===== config.mk =====
export PLATFORM = sky130hd
export DESIGN_NAME = double_dabble_sequencer_flat
export DESIGN_NICKNAME = d
export VERILOG_FILES = /design/src/rtl/double_dabble_sequencer_if.sv /design/src/rtl/double_dabble_sequencer.sv /design/src/flat_wrapper.sv
export SDC_FILE = /design/constraint.sdc
export NUM_CORES = 1
export LEC_CHECK = 0
export ABC_AREA = 1
export CAP_MARGIN = 30
export CORE_ASPECT_RATIO = 0.5
export CORE_UTILIZATION = 55
export CTS_BUF_LIST = sky130_fd_sc_hd__clkbuf_4 sky130_fd_sc_hd__clkbuf_8
export CTS_CLUSTER_SIZE = 28
export DETAILED_ROUTE_END_ITERATION = 7
export GPL_TIMING_DRIVEN = 0
export PLACE_DENSITY = 0.87
export RECOVER_POWER = 25
export SLEW_MARGIN = 40
export SYNTH_ARGS = -nofsm -noshare
export SYNTH_HDL_FRONTEND = slang
export SYNTH_SLANG_ARGS = --single-unit

===== constraint.sdc =====
create_clock -name clk_i -period 1.6 [get_ports clk_i]
set_input_delay 0.16 -clock clk_i [delete_from_list [all_inputs] [get_ports clk_i]]
set_output_delay 0.16 -clock clk_i [all_outputs]
set_load 0.01 [all_outputs]

===== src/rtl/double_dabble_sequencer_if.sv =====
// Start/busy/done handshake and result bus of the double dabble sequencer.
interface double_dabble_sequencer_if #(
    parameter int unsigned INPUT_BITS = 16,
    parameter int unsigned DIGITS     = 5
);
    logic                    start_i;
    logic [INPUT_BITS-1:0]   binary_i;
    logic                    busy_o;
    logic                    done_o;
    logic [4*DIGITS-1:0]     bcd_o;
    logic [DIGITS-1:0]       blank_o;

    // Requester side: issues operands, observes results.
    modport master (
        output start_i,
        output binary_i,
        input  busy_o,
        input  done_o,
        input  bcd_o,
        input  blank_o
    );

    // Converter side.
    modport slave (
        input  start_i,
        input  binary_i,
        output busy_o,
        output done_o,
        output bcd_o,
        output blank_o
    );
endinterface


===== src/rtl/double_dabble_sequencer.sv =====
// Sequential binary-to-BCD converter: one shift-and-add-3 iteration per clock,
// with a leading-zero blanking mask for 7-segment drivers.
module double_dabble_sequencer #(
    parameter int unsigned INPUT_BITS = 16,
    parameter int unsigned DIGITS     = 5
) (
    input  logic                     clk_i,
    input  logic                     rst_i,
    double_dabble_sequencer_if.slave bus
);
    localparam int unsigned SW   = 4 * DIGITS;
    localparam int unsigned CntW = $clog2(INPUT_BITS + 1);
    // Digit 0 is never blanked so a zero result still shows "0".
    localparam logic [DIGITS-1:0] BlankRst = ~(DIGITS'(1));

    typedef enum logic [0:0] {StIdle, StShift} state_e;

    state_e                state_q, state_d;
    logic [INPUT_BITS-1:0] operand_q, operand_d;
    logic [SW-1:0]         scratch_q, scratch_d;
    logic [CntW-1:0]       count_q, count_d;
    logic [SW-1:0]         bcd_q, bcd_d;
    logic [DIGITS-1:0]     blank_q, blank_d;
    logic                  done_q, done_d;

    logic [SW-1:0]         corrected;
    logic [SW-1:0]         shifted;
    logic [DIGITS-1:0]     blank_next;
    logic                  seen_nonzero;
    logic                  unused_msb;

    // One double dabble iteration: add 3 to every digit >= 5, then shift in the operand MSB.
    always_comb begin
        corrected = scratch_q;
        for (int d = 0; d < int'(DIGITS); d++) begin
            if (scratch_q[4*d +: 4] >= 4'd5) begin
                corrected[4*d +: 4] = scratch_q[4*d +: 4] + 4'd3;
            end
        end
        shifted = {corrected[SW-2:0], operand_q[INPUT_BITS-1]};
    end

    // With legal parameters the corrected MSB is always zero before the shift.
    assign unused_msb = corrected[SW-1];

    // Blank digit n when it and all higher digits of the final result are zero.
    always_comb begin
        seen_nonzero = 1'b0;
        blank_next   = '0;
        for (int d = int'(DIGITS) - 1; d >= 1; d--) begin
            seen_nonzero  = seen_nonzero | (shifted[4*d +: 4] != 4'd0);
            blank_next[d] = ~seen_nonzero;
        end
    end

    // Next-state logic for the IDLE/SHIFT sequencer and its datapath registers.
    always_comb begin
        state_d   = state_q;
        operand_d = operand_q;
        scratch_d = scratch_q;
        count_d   = count_q;
        bcd_d     = bcd_q;
        blank_d   = blank_q;
        done_d    = 1'b0;

        unique case (state_q)
            StIdle: begin
                if (bus.start_i) begin
                    operand_d = bus.binary_i;
                    scratch_d = '0;
                    count_d   = CntW'(INPUT_BITS);
                    state_d   = StShift;
                end
            end
            StShift: begin
                operand_d = {operand_q[INPUT_BITS-2:0], 1'b0};
                scratch_d = shifted;
                count_d   = count_q - CntW'(1);
                if (count_q == CntW'(1)) begin
                    bcd_d   = shifted;
                    blank_d = blank_next;
                    done_d  = 1'b1;
                    state_d = StIdle;
                end
            end
            default: begin
                state_d = StIdle;
            end
        endcase
    end

    // State register; synchronous reset aborts any conversion in flight.
    always_ff @(posedge clk_i) begin
        if (rst_i) begin
            state_q   <= StIdle;
            operand_q <= '0;
            scratch_q <= '0;
            count_q   <= '0;
            bcd_q     <= '0;
            blank_q   <= BlankRst;
            done_q    <= 1'b0;
        end else begin
            state_q   <= state_d;
            operand_q <= operand_d;
            scratch_q <= scratch_d;
            count_q   <= count_d;
            bcd_q     <= bcd_d;
            blank_q   <= blank_d;
            done_q    <= done_d;
        end
    end

    assign bus.busy_o  = (state_q == StShift);
    assign bus.done_o  = done_q;
    assign bus.bcd_o   = bcd_q;
    assign bus.blank_o = blank_q;

endmodule

===== src/flat_wrapper.sv =====
// flat-port wrapper written by rule: the top's interface ports become plain ports
module double_dabble_sequencer_flat 
#(
    parameter int unsigned INPUT_BITS = 16,
    parameter int unsigned DIGITS     = 5
)
  (clk_i, rst_i, bus_start_i, bus_binary_i, bus_busy_o, bus_done_o, bus_bcd_o, bus_blank_o);
  double_dabble_sequencer_if #(.INPUT_BITS(INPUT_BITS), .DIGITS(DIGITS)) bus_i ();
  input  logic clk_i;
  input  logic rst_i;
  input wire logic [$bits(bus_i.start_i)-1:0] bus_start_i;
  input wire logic [$bits(bus_i.binary_i)-1:0] bus_binary_i;
  output wire logic [$bits(bus_i.busy_o)-1:0] bus_busy_o;
  output wire logic [$bits(bus_i.done_o)-1:0] bus_done_o;
  output wire logic [$bits(bus_i.bcd_o)-1:0] bus_bcd_o;
  output wire logic [$bits(bus_i.blank_o)-1:0] bus_blank_o;
  assign bus_i.start_i = bus_start_i;
  assign bus_i.binary_i = bus_binary_i;
  assign bus_busy_o = bus_i.busy_o;
  assign bus_done_o = bus_i.done_o;
  assign bus_bcd_o = bus_i.bcd_o;
  assign bus_blank_o = bus_i.blank_o;
  double_dabble_sequencer #(.INPUT_BITS(INPUT_BITS), .DIGITS(DIGITS)) u_core (.clk_i(clk_i), .rst_i(rst_i), .bus(bus_i));
endmodule

==> results of run 1 <==
-- through the flow --
stage | TNS (ns) | util (%) | hold WS [ns] | instances
after floorplan | 0 | - | 0.3029 | 447
after global placement | 0 | 67.53 | 0.4470 | 563
after detailed placement | -0.005786 | 67.53 | 0.4510 | 563
after CTS | 0 | 71.50 | 0.1629 | 577
after global routing | -0.2162 | 73.93 | 0.1734 | 582
final | -0.09827 | 73.93 | 0.1725 | 582
-- per-layer routing --
layer | global-route usage [%] | wire length (um) | vias up
met5 | 0 | 0 | -
met4 | 12.33 | 352 | 0
met3 | 8.207 | 973 | 51
met2 | 46.81 | 4190 | 181
met1 | 31.95 | 3412 | 1467
li1 | - | - | 1552
-- kinds of logic (layout without fill, tap and decap cells) --
logic type      count (synthesis)  count (layout)
compound gates                 68              68
xor+xnor                        1               1
fa+ha+maj                      12              12
buf+inv                        75             137
flops                          67              67
other cells                     1               1
simple gates                  223             223
-- power by group --
part | leakage (nW) | switching (W) | internal [W]
Sequential | 0.548 | 0.0000253 | 0.00170
Clock | 0.112 | 0.000641 | 0.000964
Combinational | 1.22 | 0.000190 | 0.000127
Total | 1.88 | 0.000856 | 0.00279
-- worst reg2reg max path: stages, from the launching register on --
cell     delay (ns)
dfxtp_2        0.34
buf_4          0.13
ha_1           0.20
nand2_1        0.18
nand3_4        0.12
nand2_1        0.20
nand2_1        0.10
nor2_2         0.12
nand4_1        0.14
nand2_1        0.08
-- sequential cells by signal (all words and copies together), names as in the netlist --
signal / cells
u_core.bus.bcd_o: 20
u_core.scratch_q: 20
u_core.operand_q: 16
u_core.count_q: 5
u_core.bus.blank_o: 4
u_core.bus.busy_o: 1
u_core.bus.done_o: 1
-- cells in the final DEF, fill, tap and decap left out, types with 4 or more instances in the layout --
cell	instances
nand2_1	126
dfxtp_1	60
nand3_1	45
inv_1	44
clkdlybuf4s50_1	43
a21oi_1	24
nand2_2	13
o21ai_0	13
nor2_1	12
clkbuf_8	11
inv_2	10
buf_4	10
o21ai_2	10
nand4_1	9
a22oi_1	9
ha_1	9
buf_2	6
clkbuf_1	5
nand3_2	4
o21ai_1	4
dfxtp_4	4
-- area by class of cell --
type,count,share of cell area (%)
inverter,55,5.038
buffer,20,3.017
multi-input combinational,305,40.39
sequential,67,32.79
clock inverter,2,1.448
timing repair buffer,48,11.28
clock buffer,12,3.831
tap,73,2.202
-- final timing paths --
check	start	to	cells after the start
worst max-delay path	u_core.scratch_q[4]$_SDFFE_PP0P_	u_core.bus.blank_o[1]$_SDFFE_PP1P_	9
worst min-delay path	rst_i	u_core.count_q[1]$_SDFFE_PP0P_	2
worst max register to register	u_core.scratch_q[4]$_SDFFE_PP0P_	u_core.bus.blank_o[1]$_SDFFE_PP1P_	9
worst min register to register	u_core.count_q[2]$_SDFFE_PP0P_	u_core.count_q[2]$_SDFFE_PP0P_	1
-- what timing repair did --
action	4_1_cts	5_1_grt
resized for setup	3	38
setup buffers	0	5
hold buffers	0	0
pin swaps	1	10
endpoints found under the setup margin	3	17
==> flow_summary.json, run 1 <==
{
  "synth_most_common_cell": "nand2_1",
  "vias": 3251,
  "cts.reportedPaths.clkPinSlew_ns": 0.07,
  "rsz0062_at_grt": "true",
  "grt_max_degree": 11,
  "synth_edf_count": 0,
  "dieHeight_um": 56.50,
  "post-place-ws_ns": -0.005786,
  "ios": 46,
  "synth_top_family_by_area": "simple AND/OR/NAND/NOR gates",
  "setup_slack_ns": -0.06248,
  "synth-seq-cells": 67,
  "final_max_slew_viol_count": 0,
  "area_growth_pct": 26.96,
  "core-area_um2": 5610,
  "status": "finished with violations",
  "drtPass1Iterations": 8,
  "dp_hpwl_um": 5518,
  "ys.flop_type": "dfxtp_1",
  "fin_skew_ns": 0.005618,
  "cts_root_buffer": "clkbuf_8",
  "clockBufferDepth": 2,
  "clk_latency_ns": 0.35,
  "grt.total_usage_pct": 27.29,
  "grt_remaining_overflow": 0,
  "crit_arrival_ns": 1.96,
  "synth_xor_area_share_pct": 0.2681,
  "hold_viol_final": 0,
  "critical_path.top_delay_family": "simple AND/OR/NAND/NOR gates",
  "hold_path.class": "input port to flop",
  "ant_nets": 0,
  "avgSynthCellArea_um2": 7.308,
  "syn_area_um2": 3267,
  "gp_congestion": 0.8214,
  "synth.area.top_cells": "dfxtp_1, nand2_1, nand3_1",
  "peakVddDrop_mv": 0.4917,
  "fin_crit_ns": 1.662,
  "synth.distinct_cells": 33,
  "max_freq_ghz": 0.6015,
  "cts_buffers": 9,
  "drc": 2,
  "critical-path-slowest-cell": "dfxtp_2",
  "end_kind": "flop",
  "worstPathRequired_ns": 1.90,
  "core.rowCount": 19,
  "htreeDepth": 3,
  "antenna_found_initial": 0,
  "crit_path_start_kind": "flop",
  "placed_area_um2": 3789,
  "synth_compound_area_share_pct": 12.91,
  "yosysWarnings": 0,
  "num-fill-cells": 431,
  "multi_input_area_um2": 1675,
  "cts_sinks": 67,
  "postLayoutCellArea_um2": 4148,
  "max_slew_margin_pct": 57.93,
  "slowest_delay_ns": 0.34,
  "r2r_slack_ns": -0.06,
  "first_global_vias": 2931,
  "finalCritPeriodShare_pct": 103.9,
  "power_w": 0.003649,
  "drive_gt1_share_pct": 19.06,
  "critPathMaxFanout": 4,
  "seq_area_um2": 1360,
  "cts_tree": "yes",
  "grt_pass1_wl_um": 13050,
  "ys_seq_area_share_pct": 41.06,
  "p_per_area_nw_per_um2": 879.7,
  "routedWlPerCell_um": 15.34,
  "nNetsFinal": 537,
  "dieArea_um2": 6271,
  "initial_core_util_pct": 58.23,
  "path_cells": "buf_4 -> ha_1 -> nand2_1 -> nand3_4 -> nand2_1 -> nand2_1 -> nor2_2 -> nand4_1 -> nand2_1",
  "port-buffer-count": 43,
  "finalSetupViolCount": 2,
  "postSynthCellCount": 447,
  "async_flop_share_pct": 0,
  "synth_top_area_share_pct": 41.06,
  "routed_via_density": 5.586,
  "antenna_cells": 0,
  "worst_slew_pin_slew_ns": 0.6310,
  "drtIter0Drc": 227,
  "die_x_um": 111.0,
  "wirelength_um": 8928,
  "syn-num-nets": 478,
  "crit_buf_inv": 1,
  "yosys.area_share.simple_pct": 30.95,
  "maxCapViolCount": 0,
  "synth_top_area_cell": "dfxtp_1",
  "synthMuxAreaShare_pct": 0,
  "synth_common_cells": "nand2_1, dfxtp_1, inv_1",
  "violations": "design-rule violations, negative setup slack",
  "worst-setup-path-type": "flop to flop",
  "cp_common_cell": "nand2_1",
  "synth-adder-area-share_pct": 4.596,
  "power.leakage_nw": 1.884
}
Power figures use the tool's default switching activity.
==> run 2, diff against run 1 <==
--- a/config.mk
+++ b/config.mk
@@ -8,6 +8,7 @@
 export ABC_AREA = 1
 export CAP_MARGIN = 30
 export CORE_ASPECT_RATIO = 0.5
+export CORE_MARGIN = 1
 export CORE_UTILIZATION = 55
 export CTS_BUF_LIST = sky130_fd_sc_hd__clkbuf_4 sky130_fd_sc_hd__clkbuf_8
 export CTS_CLUSTER_SIZE = 28
==> results of run 2 <==
Final layout, timing and power as in run 1 (identical DEF).
